## src/rtl/fir_out_collector.sv

```systemverilog
// fir_out_collector: buffers 4-lane FIR output frames in a small FIFO and
// serializes each frame as one word per lane over a valid/ready link.
// Optional feature macro COLLECT_SUM_EN appends a fifth word per frame holding
// the saturated sum of the four lanes; with it undefined no sum logic exists.
module fir_out_collector #(
  parameter int unsigned FIFO_DEPTH = 4,
  parameter int unsigned LANE_W     = 10
) (
  input  logic                  clk,
  input  logic                  reset,
  input  logic                  clk_enable,
  input  logic [4*LANE_W-1:0]   lane_in,
  input  logic                  ser_ready,
  input  logic                  clear_ovf,
  output logic [LANE_W-1:0]     ser_out,
  output logic                  ser_valid,
  output logic [2:0]            ser_lane,
  output logic                  ser_last,
  output logic [4:0]            fifo_count,
  output logic                  overflow
);

  localparam int unsigned PtrW   = (FIFO_DEPTH > 1) ? $clog2(FIFO_DEPTH) : 1;
  localparam logic [4:0]  DepthC = 5'(FIFO_DEPTH);
`ifdef COLLECT_SUM_EN
  localparam logic [2:0]  LastLane = 3'd4;
`else
  localparam logic [2:0]  LastLane = 3'd3;
`endif

  typedef enum logic [0:0] {StIdle, StSend} state_e;

  state_e               state_q, state_d;
  logic [4*LANE_W-1:0]  mem_q [FIFO_DEPTH];
  logic [PtrW-1:0]      wr_ptr_q, rd_ptr_q, rd_ptr_nxt;
  logic [4:0]           count_q, count_d;
  logic                 ovf_q, ovf_d;
  logic [LANE_W-1:0]    out_q, out_d;
  logic [2:0]           lane_q, lane_d, lane_inc;
  logic                 last_q, last_d;
  logic                 full, empty, hs, pop, push, drop;
  logic [4*LANE_W-1:0]  head, next_head;

`ifdef COLLECT_SUM_EN
  // Sum of the four signed lanes at LANE_W+2 bits, clamped to the lane range.
  function automatic logic [LANE_W-1:0] sat_sum(input logic [4*LANE_W-1:0] f);
    logic signed [LANE_W+1:0] s;
    logic        [LANE_W-1:0] v;
    logic        [LANE_W-1:0] r;
    s = '0;
    for (int k = 0; k < 4; k++) begin
      v = f[k*LANE_W +: LANE_W];
      s = s + $signed({{2{v[LANE_W-1]}}, v});
    end
    if (s > $signed({3'b000, {(LANE_W-1){1'b1}}})) begin
      r = {1'b0, {(LANE_W-1){1'b1}}};
    end else if (s < $signed({3'b111, {(LANE_W-1){1'b0}}})) begin
      r = {1'b1, {(LANE_W-1){1'b0}}};
    end else begin
      r = s[LANE_W-1:0];
    end
    return r;
  endfunction
`endif

  // Select the word for a given lane index out of a frame.
  function automatic logic [LANE_W-1:0] pick(input logic [4*LANE_W-1:0] f,
                                             input logic [2:0]          idx);
    logic [LANE_W-1:0] w;
    w = '0;
    case (idx)
      3'd0:    w = f[0*LANE_W +: LANE_W];
      3'd1:    w = f[1*LANE_W +: LANE_W];
      3'd2:    w = f[2*LANE_W +: LANE_W];
      3'd3:    w = f[3*LANE_W +: LANE_W];
`ifdef COLLECT_SUM_EN
      3'd4:    w = sat_sum(f);
`endif
      default: w = '0;
    endcase
    return w;
  endfunction

  assign ser_valid  = (state_q == StSend);
  assign ser_out    = out_q;
  assign ser_lane   = lane_q;
  assign ser_last   = last_q;
  assign fifo_count = count_q;
  assign overflow   = ovf_q;

  assign full       = (count_q == DepthC);
  assign empty      = (count_q == 5'd0);
  assign hs         = ser_valid & ser_ready;
  assign pop        = hs & last_q;
  // A full FIFO still accepts a frame when the head leaves in the same cycle.
  assign push       = clk_enable & (~full | pop);
  assign drop       = clk_enable & full & ~pop;
  assign lane_inc   = lane_q + 3'd1;
  assign rd_ptr_nxt = rd_ptr_q + 1'b1;
  assign head       = mem_q[rd_ptr_q];
  // Frame following the head; bypass lane_in when it is being written right now.
  assign next_head  = (count_q > 5'd1) ? mem_q[rd_ptr_nxt] : lane_in;

  // Occupancy and sticky overflow next-state; a new drop beats clear_ovf.
  always_comb begin
    count_d = count_q + {4'b0, push} - {4'b0, pop};
    ovf_d   = ovf_q;
    if (drop) begin
      ovf_d = 1'b1;
    end else if (clear_ovf) begin
      ovf_d = 1'b0;
    end
  end

  // FSM next-state and registered serializer outputs.
  always_comb begin
    state_d = state_q;
    out_d   = out_q;
    lane_d  = lane_q;
    last_d  = last_q;
    unique case (state_q)
      StIdle: begin
        if (!empty) begin
          state_d = StSend;
          out_d   = pick(head, 3'd0);
          lane_d  = 3'd0;
          last_d  = 1'b0;
        end
      end
      StSend: begin
        if (hs) begin
          if (!last_q) begin
            lane_d = lane_inc;
            out_d  = pick(head, lane_inc);
            last_d = (lane_inc == LastLane);
          end else if (count_d != 5'd0) begin
            // Back-to-back frame: restart at lane 0 without a bubble.
            lane_d = 3'd0;
            out_d  = pick(next_head, 3'd0);
            last_d = 1'b0;
          end else begin
            state_d = StIdle;
            lane_d  = 3'd0;
            last_d  = 1'b0;
          end
        end
      end
      default: state_d = StIdle;
    endcase
  end

  // Frame storage; contents need no reset since pointers define validity.
  always_ff @(posedge clk) begin
    if (!reset && push) begin
      mem_q[wr_ptr_q] <= lane_in;
    end
  end

  // State, pointers, occupancy and output registers.
  always_ff @(posedge clk) begin
    if (reset) begin
      state_q  <= StIdle;
      wr_ptr_q <= '0;
      rd_ptr_q <= '0;
      count_q  <= '0;
      ovf_q    <= 1'b0;
      out_q    <= '0;
      lane_q   <= '0;
      last_q   <= 1'b0;
    end else begin
      state_q  <= state_d;
      count_q  <= count_d;
      ovf_q    <= ovf_d;
      out_q    <= out_d;
      lane_q   <= lane_d;
      last_q   <= last_d;
      if (push) begin
        wr_ptr_q <= wr_ptr_q + 1'b1;
      end
      if (pop) begin
        rd_ptr_q <= rd_ptr_nxt;
      end
    end
  end

endmodule

```

## config.mk

```make
export PLATFORM = sky130hd
export DESIGN_NAME = fir_out_collector
export DESIGN_NICKNAME = d
export VERILOG_FILES = /design/src/rtl/fir_out_collector.sv
export SDC_FILE = /design/constraint.sdc
export NUM_CORES = 1
export LEC_CHECK = 0
export ABC_AREA = 0
export BUFFER_PORTS_ARGS = -buffer_cell sky130_fd_sc_hd__buf_2
export CORE_ASPECT_RATIO = 1.5
export CORE_MARGIN = 4
export CORE_UTILIZATION = 49
export CTS_BUF_LIST = sky130_fd_sc_hd__clkbuf_4 sky130_fd_sc_hd__clkbuf_8
export CTS_CLUSTER_SIZE = 10
export DETAILED_ROUTE_END_ITERATION = 7
export GPL_ROUTABILITY_DRIVEN = 1
export PLACE_DENSITY = 0.73
export SETUP_SLACK_MARGIN = 0.5
export SLEW_MARGIN = 15
export SYNTH_ARGS = -nofsm -noshare
export SYNTH_HDL_FRONTEND = slang
export SYNTH_SLANG_ARGS = --single-unit
```

## constraint.sdc

```tcl
create_clock -name clk -period 6.21 [get_ports clk]
set_input_delay 0.9315 -clock clk [delete_from_list [all_inputs] [get_ports clk]]
set_output_delay 0.9315 -clock clk [all_outputs]
set_load 0.02 [all_outputs]
```

; ---- Word level (Yosys, flattened, before mapping)
; Memory sizes are Yosys's and may differ from the RTL's. A register that Yosys moved wholly into a read port is not among the register bits.
; Cells that the tools add are included.
[word_totals]
regBits = 25
ramBits = 160
inputBits = 45
output_inout_bits = 21
wordCells = 65
memories = 1
[op_classes]
n_addsub = 5
order_cmp = 1
eq_ne = 7
n_mux = 26
n_bitwise = 9
n_reduce_logical = 8
[memory_table]
columns = memory, depth, word_bits, rd, rd_ports_with_merged_regs, wr, line_no
row1 = mem_q, 4, 40, 2, 1, 1, 34  ; logic [4*LANE_W-1:0] mem_q [FIFO_DEPTH];
[op_table]
columns = op, n
row1 = 2-to-1 mux 10 bit, 5
row2 = case mux 10 bit (4 select lines), 1
row3 = case mux 10 bit (2 select lines), 1
row4 = 2-to-1 mux 1 bit, 11
row5 = 2-to-1 mux 3 bit, 3
row6 = "equality test 3 x 2 -> 1 bit, second input constant", 2
row7 = case mux 3 bit (2 select lines), 1
row8 = adder 5 x 1 -> 5 bit, 1
row9 = AND 1 bit, 5
row10 = "equality test 5 x 3 -> 1 bit, second input constant", 1
row11 = "greater-than comparator 5 x 1 -> 1 bit, second input constant", 1
row12 = logical NOT 5 bit, 1
row13 = nonzero test 5 bit, 1
row14 = subtractor 5 x 1 -> 5 bit, 1
row15 = "adder 2 x 1 -> 2 bit, second input constant", 2
row16 = 2-to-1 mux 2 bit, 2
row17 = case mux 1 bit (2 select lines), 2
row18 = "adder 3 x 1 -> 3 bit, second input constant", 1
row19 = "equality test 3 x 1 -> 1 bit, second input constant", 1
row20 = logical NOT 3 bit, 1
row21 = "!= test 3 x 2 -> 1 bit, second input constant", 1
row22 = NOT 1 bit, 3
row23 = AND reduction 3 bit, 1
row24 = "!= test 2 x 1 -> 1 bit, second input constant", 1
row25 = other kinds (6), 6

; ---- Depth between registers and ports, before layout
; Gate-level depths: netlist of run 1.
[logic_depth]
word_depth = 11
ltp_mapped = 13
depth_no_buf = 12

; ---- Worst setup path before layout of run 1
; Ideal clock, no wire load.
[synth_timing]
path_kind = input port to flip-flop
start = input ser_ready
end = register out_q[0] (netlist: ser_out[0])
setup_time_ns = 0.091
arrival_ns = 3.100
required_ns = 6.119
path_slack_ns = 3.020
path_stages = 12
path_buffers = 1
cell_sequence = nand3_1 -> nand3_1 -> nand2_1 -> mux2i_1 -> ha_1 -> fa_1 -> nor2b_1 -> o31ai_2 -> mux2i_1 -> buf_4 -> a211oi_1 -> a311oi_1
[synth_between]
elab_chain_len = 9
elab_cells_between_ends = 10
classes_between = add/sub (2) / eq/ne (2) / bitwise (4) / reduce/logical (2)
[synth_lines]
columns = item, line_no
row1 = start: declaration, 13  ; input logic ser_ready,
row2 = AND 1 bit (*), 93  ; assign hs = ser_valid & ser_ready;
row3 = AND 1 bit, 94  ; assign pop = hs & last_q;
row4 = OR 1 bit, 96  ; assign push = clk_enable & (~full | pop);
row5 = AND 1 bit, 96
row6 = adder 5 x 1 -> 5 bit, 106  ; count_d = count_q + {4'b0, push} - {4'b0, pop};
row7 = subtractor 5 x 1 -> 5 bit, 106
row8 = nonzero test 5 bit, 136  ; end else if (count_d != 5'd0) begin
row9 = != test 3 x 2 -> 1 bit (no line), --
row10 = AND reduction 3 bit (no line) (*), --
row11 = end signal: assignment, 174  ; out_q <= out_d;
row12 = end: declaration, 38  ; logic [LANE_W-1:0] out_q, out_d;
; Every way passes the cells marked *; elsewhere a longest branch is shown, timed or not.
; A chain may end at the register's enable or synchronous reset.

; ---- Final worst setup path of run 1
[layout_timing]
start = register state_q (netlist: ser_valid)
end = register out_q[0] (netlist: ser_out[0])
[layout_between]
elab_chain_len = 9
elab_cells_between_ends = 13
classes_between = add/sub (2) / eq/ne (3) / mux (1) / bitwise (5) / reduce/logical (2)
[layout_lines]
columns = item, line_no
row1 = start: declaration, 33  ; state_e state_q, state_d;
row2 = start signal: assignment, 162  ; state_q <= StIdle;
row3 = start signal: assignment, 171  ; state_q <= state_d;
row4 = AND 1 bit, 93
row5 = AND 1 bit, 94
row6 = OR 1 bit, 96
row7 = AND 1 bit, 96
row8 = adder 5 x 1 -> 5 bit, 106
row9 = subtractor 5 x 1 -> 5 bit, 106
row10 = nonzero test 5 bit, 136
row11 = != test 3 x 2 -> 1 bit (no line), --
row12 = AND reduction 3 bit (no line), --
; Parallel ways exist; a longest one is shown, timed or not.

==> flow_summary_export.csv, run 1 <==
group,metric,value,unit
place,placed_cell_area,8580,um2
clock_network,ctsResizeCount,0,
synthesis,syn-num-nets,555,
synthesis,synth_top_area_cell,"edfxtp_1",
drt,via_count,4702,
worst_setup_path,critPathRequiredTime,6.53,ns
worst_setup_path,critical_path.max_fanout,19,
layout,layout.nets,611,
timing,skew,0.0196,ns
timing,final-setup-viol-count,0,
layout,final_layout_size_suffix_gt1_share,26.5,%
layout,fin_cells,769,
drt,drt-vias-per-instance,6.11,
clock_network,clock_path_buffers,2,
worst_setup_path,endpoint_kind,"flop",
drt,drt_wl_total,16400,um
drt,drc,0,
synthesis,ys_async_sr_fraction,0,%
synthesis,yosysWarnings,0,
global_routing,overflow,0,
worst_setup_path,worst_path_max_delay_cell,"mux2i_1",
place,dp_hpwl,10700,um
die,coreArea,16300,um2
timing,maxSlewHeadroom,22.3,%
global_routing,grt_max_degree,46,
drt,drt-initial-drc-count,251,
worst_setup_path,start_kind,"flop",
global_routing,grt_antenna_before_repair,3,
die,rows,57,
pwr,vdd_ir_drop_max,0.161,mV
worst_setup_path,crit_type,"flop to flop",
worst_setup_path,cp_data_arrival_time,4.18,ns
synthesis,synth_edf_count,160,
synthesis,yosys-top-cells-area,"edfxtp_1 59%, mux4_2 8.0%, dfxtp_1 6.6%",
timing,period_minus_slack,3.86,ns
synthesis,yosysSeqAreaShare,65.3,%
worst_setup_path,path_cells,"nand3_1 > mux2i_1 > ha_1 > fa_1 > nor2b_1 > o31ai_2 > mux2i_1 > a21o_1 > a311oi_1",
synthesis,yosysUniqueCellTypes,51,
pwr,p_leak,2.98,nW
clock_network,clockRootBuffer,"clkbuf_8",
timing,worst_slew_pin_slew,1.17,ns
clock_network,numCtsBuffers,17,
synthesis,synth_seq_cells,187,
place,port_buffers,65,
timing,hold_violations,0,
run_status,run_status,"finished clean",
clock_network,cts_max_level,4,
synthesis,syn_inst,493,
drt,final_antenna_net_count,0,
clock_network,path_clk_slew,0.11,ns
timing,max_freq,259,MHz
clock_network,postCtsHoldBufs,0,
worst_setup_path,cpMostUsedCell,"mux2i_1",
synthesis,yosysMostFrequentCell,"edfxtp_1",
pwr,total_power,2.90,mW
synthesis,synthesis.area,8190,um2
synthesis,synth_common_cells,"160 x edfxtp_1, 53 x nand3_1, 29 x mux4_2, 27 x dfxtp_1, 18 x o21ai_0",
synthesis,synth_top_area_share,58.7,%
timing,drv_slew,0,
die,die_x,114,um
job,cap_violations,0,
clock_network,cts_tree,"built",
synthesis,syn_area_per_cell,16.6,um2
timing,hold_ws,0.488,ns
die,die-area,18900,um2
clock_network,post_cts_buffers,0,
die,boundaryPins,66,
layout,syn_to_final_growth,9.84,%
worst_setup_path,slowest_delay,0.82,ns
global_routing,grt_pass1_wl,25800,um
clock_network,clock-sinks,187,
worst_hold_path,hold_class,"flop to flop",
clock_network,insertion_delay,0.46,ns
timing,final.setup.tns,0,ns
pwr,p_per_area,322,nW/um2
layout,final_area,8990,um2
drt,first_pass_iters,6,
place,placed_cells,736,
timing,rsz0062_at_grt,"false",
timing,min_period_over_period,62.2,%
place,place_congestion,0.842,
die,die_y,166,um
die,initial_core_util,50.1,%
global_routing,first_global_vias,4930,
global_routing,grtUsageTotal,17.8,%
drt,wire_per_inst,21.3,um
synthesis,yosys_most_used_dff,"edfxtp_1",
## final timing paths
path / to / slack [ns] / cells past startpoint / from
setup reg to reg: ser_out[0] / 2.35 / 9 / ser_valid
setup / recovery: ser_out[0] / 2.35 / 9 / ser_valid
hold reg to reg: overflow / 0.49 / 2 / overflow
hold / removal: overflow / 0.49 / 2 / overflow
## worst max-delay path, delay by kind of cell, from the launching register on
kind	cells	cell delay (ns)
adder cells (fa/ha/maj)	2	0.63
AO/OA/AOI/OAI	3	0.82
AND/OR/NAND/NOR	2	0.49
flip-flops	1	0.76
multiplexers	2	1.01
## cell usage in the layout, fill, tap and decap left out, drive strengths merged, types with 9 or more instances in the layout
cell / n
clkbuf: 17
a21oi: 9
ha: 16
inv: 18
dfxtp: 27
buf: 68
a31oi: 11
o21ai: 19
mux4: 45
edfxtp: 160
a211oi: 14
mux2: 10
nand3: 53
nor2: 13
## state kept, by name (all words and copies together) (netlist names), named ones only
signal,flops
wr_ptr_q,2
overflow,1
ser_valid,1
fifo_count,5
ser_out,10
rd_ptr_q,2
ser_last,1
mem_q,160
ser_lane,3
## cell families after synthesis
| kind of cell | count (synthesis) | share of synthesized area (%) |
|---|---|---|
| AO/OA/AOI/OAI | 80 | 6.54 |
| XOR/XNOR | 7 | 0.749 |
| adder cells (fa/ha/maj) | 17 | 2.69 |
| buffers and inverters | 42 | 3.38 |
| flip-flops | 187 | 65.3 |
| multiplexers | 57 | 14.7 |
| AND/OR/NAND/NOR | 103 | 6.65 |
## through the flow
step / util [%] / setup slack, ns
floorplan: - / 3.02
global placement: 52.5 / 2.18
detailed placement: 52.5 / 2.00
CTS: 55.1 / 2.39
global route: 55.1 / 1.98
finish: 55.1 / 2.35
## metal layers
metal	track usage [%]	wire length (um)	vias to the layer above
met5	0	14	-
met4	7.58	374	4
met3	3.97	927	37
met2	32.0	8940	152
met1	19.9	6140	2383
li1	-	-	2126
## layout make-up
class                      count  area, um2
antenna                        1       2.50
clock buffer                  17        234
clock inverter                15        176
fill                        1275       7340
inverter                      11       41.3
multi-input combinational    264       2590
sequential                   187       5350
tap                          206        258
timing repair buffer          68        348
## where the power goes
group | internal (mW) | switching, mW | leakage, nW | total [mW]
Sequential | 1.46 | 0.0543 | 1.68 | 1.51
Combinational | 0.205 | 0.376 | 1.10 | 0.582
Clock | 0.341 | 0.462 | 0.205 | 0.803
Power figures use the tool's default switching activity.
==> run 2: changes to the inputs <==
--- a/config.mk
+++ b/config.mk
@@ -5,7 +5,7 @@
 export SDC_FILE = /design/constraint.sdc
 export NUM_CORES = 1
 export LEC_CHECK = 0
-export ABC_AREA = 0
+export ABC_AREA = 1
 export BUFFER_PORTS_ARGS = -buffer_cell sky130_fd_sc_hd__buf_2
 export CORE_ASPECT_RATIO = 1.5
 export CORE_MARGIN = 4
@@ -14,7 +14,7 @@
 export CTS_CLUSTER_SIZE = 10
 export DETAILED_ROUTE_END_ITERATION = 7
 export GPL_ROUTABILITY_DRIVEN = 1
-export PLACE_DENSITY = 0.73
+export PLACE_DENSITY = 0.76
 export SETUP_SLACK_MARGIN = 0.5
 export SLEW_MARGIN = 15
 export SYNTH_ARGS = -nofsm -noshare
==> constraint.sdc (replaced) <==
create_clock -name clk -period 3.45 [get_ports clk]
set_input_delay 0.5175 -clock clk [delete_from_list [all_inputs] [get_ports clk]]
set_output_delay 0.5175 -clock clk [all_outputs]
set_load 0.02 [all_outputs]
==> flow_summary_export.csv, run 2 <==
group,metric,value,unit
timing,period_minus_slack,2.81,ns
drt,drt_wl_total,20600,um
pwr,p_leak,4.64,nW
worst_setup_path,start_kind,"flop",
drt,via_count,6858,
drt,wl_met3,1330,um
clock_network,cts_tree,"built",
die,die_y,174,um
layout,fillers,1582,
synthesis,synth_top_family_by_area,"simple AND/OR/NAND/NOR gates",
die,die_x,119,um
layout,final_area,10100,um2
synthesis,yosysMostFrequentCell,"nand2_1",
clock_network,clock_path_buffers,2,
synthesis,yosysSeqAreaShare,59.4,%
place,placed_cells,1278,
synthesis,synth_edf_count,160,
synthesis,yosysWarnings,0,
layout,antennaDiodeCount,0,
synthesis,syn-num-nets,1081,
global_routing,first_global_vias,6708,
place,placed_cell_area,9560,um2
synthesis,yosys-top-cells-area,"edfxtp_1 53%, nand2_1 15%, inv_1 7.7%",
drt,first_pass_iters,6,
place,port_buffers,65,
drt,wl_met2,10900,um
timing,maxSlewHeadroom,38.4,%
pwr,vdd_ir_drop_max,0.268,mV
place,place_congestion,0.890,
worst_setup_path,crit_buf_inv,5,
timing,final-setup-viol-count,0,
layout,final_cell_mix,"367 x nand2_1, 184 x inv_1, 160 x edfxtp_1",
layout,fin_util,55.8,%
job,cap_violations,0,
synthesis,synthesis.area,8990,um2
worst_setup_path,crit_type,"flop to flop",
synthesis,ys_async_sr_fraction,0,%
synthesis,synthSimpleGateAreaFrac,23.8,%
global_routing,grt_pass1_wl,33200,um
place,dp_hpwl,13300,um
clock_network,clock-sinks,187,
worst_setup_path,cp_data_arrival_time,3.19,ns
synthesis,yosys_most_used_dff,"edfxtp_1",
worst_setup_path,slowest_delay,0.41,ns
layout,final_layout_size_suffix_gt1_share,13.9,%
clock_network,insertion_delay,0.46,ns
timing,final.setup.tns,0,ns
drt,drt-initial-drc-count,541,
synthesis,synth_common_cells,"371 x nand2_1, 185 x inv_1, 160 x edfxtp_1, 113 x nand3_1, 37 x a21oi_1",
layout,largest_reg_flops,160,
timing,rsz0062_at_grt,"false",
global_routing,overflow,0,
worst_hold_path,hold_class,"input pin to flop",
layout,syn_to_final_growth,11.8,%
synthesis,yosysUniqueCellTypes,27,
timing,skew,0.0109,ns
layout,fin_cells,1314,
synthesis,syn_inst,1019,
synthesis,synth_xor_area_share,0.0974,%
drt,drc,0,
run_status,run_status,"finished clean",
drt,wire_per_inst,15.7,um
global_routing,grt_max_degree,45,
timing,worst_slew_pin_slew,0.916,ns
global_routing,grtUsageTotal,20.2,%
layout,regMostFlops,"mem_q",
die,coreArea,18000,um2
clock_network,clockRootBuffer,"clkbuf_8",
worst_setup_path,path_cells,"inv_2 > ha_2 > nand3_1 > nor2_2 > inv_1 > nand2_2 > inv_1 > nand2_1 > nand2_1 > ha_2 > fa_2 > inv_1 > nand3_1 > nor2_1 > nand3_1 > nand2_2 > nand2_4 > inv_4 > nand2_1 > a21oi_1",
timing,drv_slew,0,
timing,max_freq,356,MHz
synthesis,synth_top_area_cell,"edfxtp_1",
synthesis,syn_area_per_cell,8.83,um2
die,die-area,20600,um2
worst_setup_path,critical-path-top-delay-family,"simple AND/OR/NAND/NOR gates",
drt,drt-vias-per-instance,5.22,
drt,highest_layer,"met5",
synthesis,synth_compound_area_share,3.89,%
clock_network,cts_max_level,4,
global_routing,grt_antenna_before_repair,2,
synthesis,synthMuxAreaShare,0,%
timing,min_period_over_period,81.3,%
worst_setup_path,worst_path_max_delay_cell,"fa_2",
die,rows,60,
synthesis,synth_adder_area_share,2.45,%
die,boundaryPins,66,
worst_setup_path,critical_path.max_fanout,6,
layout,layout.nets,1146,
pwr,total_power,5.36,mW
synthesis,synth_seq_cells,187,
pwr,p_per_area,533,nW/um2
worst_setup_path,critPathRequiredTime,3.84,ns
clock_network,numCtsBuffers,17,
layout,final_common_cell,"nand2_1",
drt,wirelength_met1,7650,um
clock_network,path_clk_slew,0.11,ns
synthesis,synth_top_area_share,53.4,%
worst_setup_path,endpoint_kind,"flop",
die,initial_core_util,49.9,%
drt,final_antenna_net_count,0,
timing,hold_violations,0,
## run 2: changes by cell type after synthesis, sizes merged, moves of 6 or more
| cell | previous run | this run |
|---|---|---|
| nand3 | 53 | 113 |
| a311oi | 6 | 0 |
| nand2 | 5 | 374 |
| mux2 | 10 | 0 |
| a211oi | 14 | 0 |
| a21oi | 9 | 38 |
| inv | 11 | 192 |
| o21ai | 19 | 29 |
| and2 | 6 | 0 |
| mux4 | 45 | 0 |
| nor2 | 13 | 28 |
| a31oi | 11 | 0 |
| nor2b | 6 | 0 |
## run 2: cell families (layout without fill, tap and decap cells)
family                   Yosys count  after routing
adder cells (fa/ha/maj)           17             17
XOR/XNOR                           1              1
buffers and inverters            229            306
AO/OA/AOI/OAI                     68             68
AND/OR/NAND/NOR                  517            518
flip-flops                       187            187
## run 2: final cells by class
class / instances / area (um2) / area share (%)
clock buffer: 17 / 234 / 2.33
clock inverter: 15 / 189 / 1.88
inverter: 192 / 728 / 7.24
multi-input combinational: 604 / 2800 / 27.8
sequential: 187 / 5350 / 53.2
tap: 217 / 272 / 2.70
timing repair buffer: 81 / 483 / 4.80
timing repair inverter: 1 / 6.26 / 0.0622
## run 2: metal layers
layer	GRT usage, %	vias to the layer above
met5	0	-
met2	36.4	287
met1	23.2	3171
met3	3.48	60
li1	-	3336
met4	9.71	4
## run 2: path summary, 6_finish.rpt
kind / start / end / slack, ns / cells past startpoint
setup / recovery: fifo_count[3] / ser_out[8] / 0.64 / 20
hold / removal: lane_in[26] / mem_q[1][26] / 0.26 / 1
setup reg to reg: fifo_count[3] / ser_out[8] / 0.64 / 20
hold reg to reg: overflow / overflow / 0.47 / 2
## run 2: what timing repair did
action | CTS | global route
setup endpoints to repair | 10 | 10
gates resized for setup | 2 | 16
hold buffers | 0 | 0
setup buffers | 0 | 2
pin swaps | 0 | 3
gates cloned | 0 | 2
## run 2: report_power, final
part	internal (mW)	total [mW]	switching, mW
Sequential	2.61	2.69	0.0734
Clock	0.626	1.51	0.888
Combinational	0.364	1.16	0.799
Total	3.60	5.36	1.76
## run 2: worst register-to-register path: stages, from the launching register on
cell and delay (ns):
dfxtp_2 0.34, inv_2 0.06, ha_2 0.18, nand3_1 0.10, nor2_2 0.14, inv_1 0.07
nand2_2 0.08, inv_1 0.06, nand2_1 0.06, nand2_1 0.05, ha_2 0.18, fa_2 0.41
inv_1 0.09, nand3_1 0.07, nor2_1 0.11, nand3_1 0.13, nand2_2 0.15, nand2_4 0.13
inv_4 0.15, nand2_1 0.06, a21oi_1 0.14
## run 2: metrics by stage
stage | worst slack (ns) | hold WS [ns]
detailed placement | 0.130 | 0.457
finish | 0.644 | 0.264
global placement | 0.275 | 0.451
global route | 0.459 | 0.240
floorplan | 0.0287 | 0.490
CTS | 0.536 | 0.237
